[config.mk]
export PLATFORM = sky130hd
export DESIGN_NAME = fpu_ext_to_fp64_flat
export DESIGN_NICKNAME = d
export VERILOG_FILES = /design/src/rtl/fpu_ext_to_fp64_if.sv /design/src/rtl/fpu_ext_to_fp64.sv /design/src/flat_wrapper.sv
export SDC_FILE = /design/constraint.sdc
export NUM_CORES = 1
export LEC_CHECK = 0
export ABC_AREA = 1
export BUFFER_PORTS_ARGS = -buffer_cell sky130_fd_sc_hd__buf_4
export CORE_MARGIN = 2
export CORE_UTILIZATION = 40
export DETAILED_ROUTE_END_ITERATION = 10
export HOLD_SLACK_MARGIN = 0.03
export PLACE_DENSITY = 0.57
export SYNTH_ARGS = -nofsm -noshare
export SYNTH_HDL_FRONTEND = slang
export SYNTH_SLANG_ARGS = --single-unit
[constraint.sdc]
create_clock -name clk -period 10.9 [get_ports clk]
set_input_delay 3.27 -clock clk [delete_from_list [all_inputs] [get_ports clk]]
set_output_delay 3.27 -clock clk [all_outputs]
set_load 0.01 [all_outputs]
[src/rtl/fpu_ext_to_fp64_if.sv]
// Operand/result handshake bundle between the x87 register stack and the
// extended-to-binary64 converter.
interface fpu_ext_to_fp64_if;
   logic        in_valid;
   logic        in_ready;
   logic [79:0] in_data;
   logic [1:0]  rc;
   logic        out_valid;
   logic        out_ready;
   logic [63:0] out_data;
   logic [3:0]  out_flags;

   modport master (
      output in_valid,
      output in_data,
      output rc,
      output out_ready,
      input  in_ready,
      input  out_valid,
      input  out_data,
      input  out_flags
   );

   modport slave (
      input  in_valid,
      input  in_data,
      input  rc,
      input  out_ready,
      output in_ready,
      output out_valid,
      output out_data,
      output out_flags
   );
endinterface

[src/rtl/fpu_ext_to_fp64.sv]
// Narrows an x87 80-bit extended value to binary64: iterative normalization,
// RC-controlled rounding, x87 flags, and flush of sub-normal-range results to zero.
module fpu_ext_to_fp64 (
   input logic               clk,
   input logic               rst_n,
   fpu_ext_to_fp64_if.slave  bus
);

   typedef enum logic [1:0] {StIdle, StNorm, StRound, StDone} state_e;

   localparam logic [3:0]  FlagNone = 4'b0000;
   localparam logic [3:0]  FlagIe   = 4'b1000;
   localparam logic [3:0]  FlagOePe = 4'b0101;
   localparam logic [3:0]  FlagUePe = 4'b0011;
   localparam logic [3:0]  FlagPe   = 4'b0001;
   localparam logic [62:0] MagInf   = 63'h7FF0_0000_0000_0000;
   localparam logic [62:0] MagMax   = 63'h7FEF_FFFF_FFFF_FFFF;
   localparam logic [63:0] QnanDflt = 64'hFFF8_0000_0000_0000;
   localparam logic signed [16:0] ExpBias = 17'sd15360;
   localparam logic signed [16:0] ExpOvf  = 17'sd2047;

   state_e             state_q, state_d;
   logic               sign_q, sign_d;
   logic signed [16:0] exp_q, exp_d;
   logic [63:0]        mant_q, mant_d;
   logic [1:0]         rc_q, rc_d;
   logic               special_q, special_d;
   logic [63:0]        data_q, data_d;
   logic [3:0]         flags_q, flags_d;

   logic               in_sign;
   logic [14:0]        in_exp;
   logic [63:0]        in_mant;

   logic signed [16:0] e_pre, e_post;
   logic [51:0]        frac;
   logic               guard, sticky, inc;
   logic [52:0]        frac_sum;
   logic [62:0]        ovf_mag;

   assign in_sign = bus.in_data[79];
   assign in_exp  = bus.in_data[78:64];
   assign in_mant = bus.in_data[63:0];

   // Rounding datapath, evaluated from the normalized operand held in ROUND.
   assign e_pre    = exp_q - ExpBias;
   assign frac     = mant_q[62:11];
   assign guard    = mant_q[10];
   assign sticky   = |mant_q[9:0];
   assign frac_sum = {1'b0, frac} + {52'd0, inc};
   assign e_post   = e_pre + $signed({16'd0, frac_sum[52]});

   always_comb begin
      inc = 1'b0;
      case (rc_q)
         2'b00:   inc = guard & (sticky | frac[0]);
         2'b01:   inc = (guard | sticky) & sign_q;
         2'b10:   inc = (guard | sticky) & ~sign_q;
         default: inc = 1'b0;
      endcase
   end

   always_comb begin
      ovf_mag = MagMax;
      case (rc_q)
         2'b00:   ovf_mag = MagInf;
         2'b01:   ovf_mag = sign_q ? MagInf : MagMax;
         2'b10:   ovf_mag = sign_q ? MagMax : MagInf;
         default: ovf_mag = MagMax;
      endcase
   end

   always_comb begin
      state_d   = state_q;
      sign_d    = sign_q;
      exp_d     = exp_q;
      mant_d    = mant_q;
      rc_d      = rc_q;
      special_d = special_q;
      data_d    = data_q;
      flags_d   = flags_q;

      case (state_q)
         StIdle: begin
            if (bus.in_valid) begin
               sign_d    = in_sign;
               exp_d     = $signed({2'b00, in_exp});
               mant_d    = in_mant;
               rc_d      = bus.rc;
               special_d = 1'b1;
               state_d   = StNorm;
               // Specials resolve here but still spend one cycle in NORM.
               if (in_exp == 15'h0000) begin
                  data_d  = {in_sign, 63'd0};
                  flags_d = (in_mant != 64'd0) ? FlagUePe : FlagNone;
               end else if (in_exp == 15'h7FFF) begin
                  if (!in_mant[63]) begin
                     data_d  = QnanDflt;
                     flags_d = FlagIe;
                  end else if (in_mant[62:0] == 63'd0) begin
                     data_d  = {in_sign, MagInf};
                     flags_d = FlagNone;
                  end else begin
                     data_d  = {in_sign, 11'h7FF, 1'b1, in_mant[61:11]};
                     flags_d = in_mant[62] ? FlagNone : FlagIe;
                  end
               end else begin
                  special_d = 1'b0;
               end
            end
         end

         StNorm: begin
            if (special_q) begin
               state_d = StDone;
            end else if (mant_q == 64'd0) begin
               data_d  = {sign_q, 63'd0};
               flags_d = FlagNone;
               state_d = StDone;
            end else if (mant_q[63]) begin
               state_d = StRound;
            end else begin
               mant_d = {mant_q[62:0], 1'b0};
               exp_d  = exp_q - 17'sd1;
            end
         end

         StRound: begin
            if (e_pre <= 17'sd0) begin
               data_d  = {sign_q, 63'd0};
               flags_d = FlagUePe;
            end else if (e_post >= ExpOvf) begin
               data_d  = {sign_q, ovf_mag};
               flags_d = FlagOePe;
            end else begin
               data_d  = {sign_q, e_post[10:0], frac_sum[51:0]};
               flags_d = (guard | sticky) ? FlagPe : FlagNone;
            end
            state_d = StDone;
         end

         StDone: begin
            if (bus.out_ready) begin
               state_d = StIdle;
            end
         end

         default: state_d = StIdle;
      endcase
   end

   always_ff @(posedge clk or negedge rst_n) begin
      if (!rst_n) begin
         state_q   <= StIdle;
         sign_q    <= 1'b0;
         exp_q     <= '0;
         mant_q    <= '0;
         rc_q      <= '0;
         special_q <= 1'b0;
         data_q    <= '0;
         flags_q   <= '0;
      end else begin
         state_q   <= state_d;
         sign_q    <= sign_d;
         exp_q     <= exp_d;
         mant_q    <= mant_d;
         rc_q      <= rc_d;
         special_q <= special_d;
         data_q    <= data_d;
         flags_q   <= flags_d;
      end
   end

   assign bus.in_ready  = (state_q == StIdle);
   assign bus.out_valid = (state_q == StDone);
   assign bus.out_data  = data_q;
   assign bus.out_flags = flags_q;

endmodule

[src/flat_wrapper.sv]
// flat-port wrapper written by rule: the top's interface ports become plain ports
module fpu_ext_to_fp64_flat 
  (clk, rst_n, bus_in_valid, bus_in_data, bus_rc, bus_out_ready, bus_in_ready, bus_out_valid, bus_out_data, bus_out_flags);
  fpu_ext_to_fp64_if bus_i ();
  input logic clk;
  input logic rst_n;
  input wire logic [$bits(bus_i.in_valid)-1:0] bus_in_valid;
  input wire logic [$bits(bus_i.in_data)-1:0] bus_in_data;
  input wire logic [$bits(bus_i.rc)-1:0] bus_rc;
  input wire logic [$bits(bus_i.out_ready)-1:0] bus_out_ready;
  output wire logic [$bits(bus_i.in_ready)-1:0] bus_in_ready;
  output wire logic [$bits(bus_i.out_valid)-1:0] bus_out_valid;
  output wire logic [$bits(bus_i.out_data)-1:0] bus_out_data;
  output wire logic [$bits(bus_i.out_flags)-1:0] bus_out_flags;
  assign bus_i.in_valid = bus_in_valid;
  assign bus_i.in_data = bus_in_data;
  assign bus_i.rc = bus_rc;
  assign bus_i.out_ready = bus_out_ready;
  assign bus_in_ready = bus_i.in_ready;
  assign bus_out_valid = bus_i.out_valid;
  assign bus_out_data = bus_i.out_data;
  assign bus_out_flags = bus_i.out_flags;
  fpu_ext_to_fp64 u_core (.clk(clk), .rst_n(rst_n), .bus(bus_i));
endmodule
Word-level counts from Yosys, hierarchy flattened:

Index checks and enable logic that the tools add are counted.

* add/subtract/negate cells: 4
* order comparisons: 2
* equal/unequal tests: 14
* muxes and demuxes: 45
* bitwise gates (word level): 6
* reductions and logical operators: 14

Operators with widths (number)
* $mux W64: 10
* $pmux W64 S3: 1
* $pmux W63 S3: 1
* $pmux W64 S2: 1
* $mux W63: 2
* $mux W53: 2
* $mux W17: 4
* $logic_not A64 Y1: 1
* $reduce_bool A64 Y1: 1
* $logic_not A63 Y1: 1
* $add A52 B1 Y53: 1
* $mux W52: 1
* $mux W4: 10
* $pmux W17 S2: 1
* $add A17 B2 Y17: 1
* $ge A17 B12 Y1 const B: 1
* $le A17 B1 Y1 const B: 1
* $sub A17 B15 Y17 const B: 1
* $sub A17 B2 Y17 const B: 1
* $eq A15 B15 Y1 const B: 1
* $logic_not A15 Y1: 1
* $mux W2: 6
* $pmux W4 S3: 1
* $ne A2 B2 Y1 const B: 5
* 19 further kinds: 29

* register bits: 155
* input bits: 86
* output and inout bits: 70
* word-level logic and storage cells: 94

Longest topological paths before layout:

* depth after elaboration: 10
* depth in mapped cells: 35
* gate-level depth less buffers: 35

Worst setup path before layout:

No wires, ideal clock.

* path type: input-to-reg
* start: input port bus_in_data[78]
* end: register u_core.data_q[10] (netlist: u_core.bus.out_data[10])
* library setup time: 122 ps
* arrival: 4554 ps
* data required time: 10778 ps
* setup slack: 6224 ps
* stages on the path: 12
* buffers on the path: 2
* cell sequence: inv_1 nand2_1 nor4_1 nand2_1 nand3_1 nand2_1 inv_1 nand2_2 buf_2 buf_2 a21oi_1 a21oi_2

* cells in the longest elaborated chain, start to end: 4
* elaborated cells between the ends (all ways): 7
* those cells by class: 2 x eq/ne; 3 x mux; 2 x reduce/logical

RTL lines
* start, declared: line flat_wrapper.sv:8 `input wire logic [$bits(bus_i.in_data)-1:0] bus_in_data;`
* $logic_not A15 Y1: line fpu_ext_to_fp64.sv:93 `if (in_exp == 15'h0000) begin`
* $mux W64: line fpu_ext_to_fp64.sv:93
* $mux W64: line fpu_ext_to_fp64.sv:85 `if (bus.in_valid) begin`
* $pmux W64 S3: line fpu_ext_to_fp64.sv:83 `case (state_q)`
* end signal, assigned: line fpu_ext_to_fp64.sv:169 `data_q <= data_d;`
* end, declared: line fpu_ext_to_fp64.sv:28 `logic [63:0] data_q, data_d;`

Parallel ways exist; a longest one is shown, timed or not. The select of a mux whose other input is x is not followed.
A chain may end at the register's enable or synchronous reset.

Worst setup path in the final report:

* start: register u_core.rc_q[0]
* end: register u_core.data_q[30] (netlist: u_core.bus.out_data[30])

* cells in the longest elaborated chain, start to end: 8
* elaborated cells between the ends (all ways): 11
* those cells by class: 2 x add/sub; 1 x order compare; 2 x eq/ne; 5 x mux; 1 x reduce/logical

RTL lines
* start, declared: line fpu_ext_to_fp64.sv:26 `logic [1:0] rc_q, rc_d;`
* start signal, assigned: line fpu_ext_to_fp64.sv:167 `rc_q <= rc_d;`
* $eq A2 B2 Y1 (tied with other cells): line fpu_ext_to_fp64.sv:55, fpu_ext_to_fp64.sv:65
* $pmux W1 S3: line fpu_ext_to_fp64.sv:55 `case (rc_q)`
* $add A52 B1 Y53: line fpu_ext_to_fp64.sv:50 `assign frac_sum = {1'b0, frac} + {52'd0, inc};`
* $add A17 B2 Y17: line fpu_ext_to_fp64.sv:51 `assign e_post = e_pre + $signed({16'd0, frac_sum[52]});`
* $ge A17 B12 Y1: line fpu_ext_to_fp64.sv:132 `end else if (e_post >= ExpOvf) begin`
* $mux W63 (*): line fpu_ext_to_fp64.sv:132
* $mux W63 (*): line fpu_ext_to_fp64.sv:129 `if (e_pre <= 17'sd0) begin`
* $pmux W64 S3 (*): line fpu_ext_to_fp64.sv:83

Mark *: on every way between the ends. The rest lies on a longest branch, timed or not.

==> metrics.csv <==
stage,metric,value,unit
outcome,outcome,completed,
cells_and_area,num_antenna_cells,0,
yosys,synthAdderAreaFrac,1.624,%
grt,grt_remaining_overflow,0,
place,dpl.hpwl,28000,um
timing,setup_viol,0,
floorplanning,core_area,28550,sq um
timing,layout_worst_path_cycle_share,57.71,%
grt,grt_antenna_before_repair,0,
yosys,postSynthRegisterBits,155,
pwr,power_density,324.9,nW/um^2
clocking,worst_setup_hold_path_clk_slew,70,ps
clocking,cts.repair.resized,0,
pwr,maximum_vdd_drop,402.7,uV
timing,period_needed,6290,ps
place,dp_worst_setup_slack,4394,ps
yosys,synth_compound_area_share,13.95,%
min_path,worst_hold_path_type,reg -> reg,
setup_path,r2r_setup_slack,4610,ps
yosys,synth_top_family_by_area,simple AND/OR/NAND/NOR gates,
grt,maximum_number_of_pins_on_one_net_before_global_route_repair,89,
routing,detail_route.first_pass.iterations,5,
floorplanning,die_width,174,um
pwr,power_leakage,5.693,nW
setup_path,reg2reg_from,u_core.rc_q[0]$_DFFE_PN0P_,
clocking,clock_sink_count,155,
clocking,cts_hold_buf,0,
timing,timing_worst_slew_pin_value,1110,ps
yosys,post_synth_instance_area,11560,sq um
routing,route.detailed.wl_per_inst,19.12,um
yosys,postSynthAreaPerCell,7.252,sq um
yosys,synthXorXnorAreaFrac,4.925,%
clocking,cts_buffer_depth,2,
clocking,cts_htree_levels,4,
timing,worst_clock_skew,15.41,ps
yosys,multiplexer_fraction_of_the_synthesized_cell_area,0,%
setup_path,crit_path_max_fanout,53,
routing,drtIter0Drc,1007,
routing,postRouteAntennaNets,0,
routing,detail_route.vias_per_cell,5.486,
run,drv.max_cap_violation_count,0,
setup_path,critPathLaunch,u_core.rc_q[0]$_DFFE_PN0P_,
timing,rsz0062_at_grt,no,
clocking,clk_root_buffer_cell,sky130_fd_sc_hd__clkbuf_16,
setup_path,worst-endpoint-arrival,6610,ps
yosys,synth_commonest_cells,"sky130_fd_sc_hd__nand2_1, sky130_fd_sc_hd__nor2_1, sky130_fd_sc_hd__dfrtp_1",
min_path,whs_path_depth,2,
cells_and_area,drive_gt1_share,22.20,%
setup_path,timing.critical_path.to,u_core.bus.out_data[30]$_DFFE_PN0P_,
clocking,post-cts-setup-buffers,0,
place,placed_cells_incl_taps,2032,
setup_path,critPathLaunchType,flip-flop,
grt,global_route_wire_length_before_repair,63870,um
yosys,postSynthCellCount,1594,
timing,post-route-worst-setup-slack,4610,ps
cells_and_area,final_nets,1768,
setup_path,number_of_cells_on_the_worst_reg_to_reg_path,32,
setup_path,critical_path_top_delay_cell,sky130_fd_sc_hd__nand3_4,
yosys,yosys_warnings,0,
floorplanning,initial_utilization,40.49,%
routing,via_count,11320,
yosys,ys_seq_area_share,33.55,%
timing,setup_total_negative_slack,0,ps
setup_path,setup.worst_path.end_class,flip-flop,
floorplanning,die-area,30280,sq um
yosys,synthDominantCellAreaShare,33.55,%
yosys,post_synth_and_or_nand_nor_area_fraction,36.37,%
yosys,synth.most_common_cell,sky130_fd_sc_hd__nand2_1,
timing,hold_viol,0,
yosys,synth_top_area_cell,sky130_fd_sc_hd__dfrtp_1,
timing,final.hold.worst_slack,490.8,ps
setup_path,rr_endpoint,u_core.bus.out_data[30]$_DFFE_PN0P_,
yosys,synth_enable_flop_cells,0,
setup_path,start_to_end_type_of_the_worst_setup_path,reg -> reg,
place,port_buffers,155,
setup_path,slowest_delay,720,ps
yosys,synth_nets,1695,
grt,vias_in_the_first_global_route,11000,
yosys,synthArstFlopShare,100.0,%
timing,highest_attainable_clock_frequency,159.0,MHz
floorplanning,io-pin-count,156,
cells_and_area,areaGrowthSynthToFinish,15.30,%
yosys,postSynth.topFlopCell,sky130_fd_sc_hd__dfrtp_1,
clocking,insertion_delay,450,ps
timing,timing.max_slew.rel_slack,25.86,%
yosys,synth_cell_types,43,
routing,postRouteWirelength,39470,um
clocking,cts_inserted_buffers,17,
timing,drv_slew,0,
setup_path,cp_data_required_time,11220,ps
floorplanning,chipHeight,174,um
routing,drc_violation_count_after_routing,0,
cells_and_area,stdcell_count,2064,
grt,gr-usage-all-layers,26.55,%
clocking,tritoncts,built,
yosys,synthTopCellsByArea,"sky130_fd_sc_hd__dfrtp_1, sky130_fd_sc_hd__nand2_1, sky130_fd_sc_hd__nor2_1",
floorplanning,fp-row-count,62,
place,gp_congestion,0.9679,
-- final cells by class --
cell class	count	area [sq um]
inverter	151	566.8
multi-input combinational	1178	6590
clock buffer	19	442.9
timing repair buffer	164	1235
tap	384	480.5
fill	2965	15220
sequential	155	3879
clock inverter	13	135.1
-- where the power goes --
part / leakage (nW) / internal [mW] / total, mW / switching (mW)
Combinational: 3.53 / 0.868 / 2.49 / 1.63
Sequential: 1.89 / 0.883 / 1.23 / 0.345
Clock: 0.271 / 0.327 / 0.609 / 0.282
Total: 5.69 / 2.08 / 4.33 / 2.25
-- how the worst min path moves through the flow --
stage	startpoint	to
5_1_grt	u_core.mant_q[9]$_DFFE_PN0P_	u_core.mant_q[9]$_DFFE_PN0P_
3_3_place_gp	u_core.mant_q[6]$_DFFE_PN0P_	u_core.mant_q[6]$_DFFE_PN0P_
6_report	u_core.bus.out_data[59]$_DFFE_PN0P_	u_core.bus.out_data[59]$_DFFE_PN0P_
2_1_floorplan	u_core.mant_q[1]$_DFFE_PN0P_	u_core.mant_q[1]$_DFFE_PN0P_
4_1_cts	u_core.mant_q[8]$_DFFE_PN0P_	u_core.mant_q[8]$_DFFE_PN0P_
3_5_place_dp	u_core.mant_q[8]$_DFFE_PN0P_	u_core.mant_q[8]$_DFFE_PN0P_
-- state kept, by name, indices dropped and copies added, names as in the netlist --
signal / flops
u_core.bus.out_flags: 4
u_core.state_q: 2
u_core.bus.out_data: 64
u_core.sign_q: 1
u_core.mant_q: 64
u_core.special_q: 1
u_core.rc_q: 2
u_core.exp_q: 17
-- critical path: cells and delay by family, from the launching register on --
family                     cells  cell delay (ps)
DFF                            1              400
and+or+nand+nor               22             3870
xor gates and xnor gates       1              150
adders and majority gates      5             1190
AOI/OAI and AO/OA              3              340
buffers and inverters          1              120
-- placed cells by master, fill, tap and decap left out, drive strengths merged, types with 47 or more instances in the layout --
master / count
dfrtp: 155
xor2: 53
o21ai: 47
nand4: 83
nor3: 85
inv: 155
o211ai: 59
buf: 164
nor2: 185
a21oi: 129
nand2: 339
nand3: 126
-- per-stage QoR --
step | util (%) | total power, mW | instance area (sq um)
2_1_floorplan | - | 3.002 | 11560
3_3_place_gp | 44.67 | 3.691 | 12750
3_5_place_dp | 44.67 | 3.725 | 12750
4_1_cts | 46.69 | 4.342 | 13330
5_1_grt | 46.69 | 4.696 | 13330
6_report | 46.69 | 4.331 | 13330
-- metal layers --
layer,up-vias,global-route usage (%),wire (um),share of wire (%)
met1,5447,40.91,19880,50
met5,-,0,0,0
met2,349,39.34,17090,43
li1,5490,-,-,-
met4,0,6.443,656,1.7
met3,37,3.128,1844,4.7
-- cells by family (layout without fill, tap and decap cells) --
family	count (synthesis)	in the layout
XOR/XNOR	62	62
buffers and inverters	261	347
AO/OA/AOI/OAI	248	248
flip-flops	155	155
adder cells (fa/ha/maj)	15	15
AND/OR/NAND/NOR	853	853
Power figures use the tool's default switching activity.
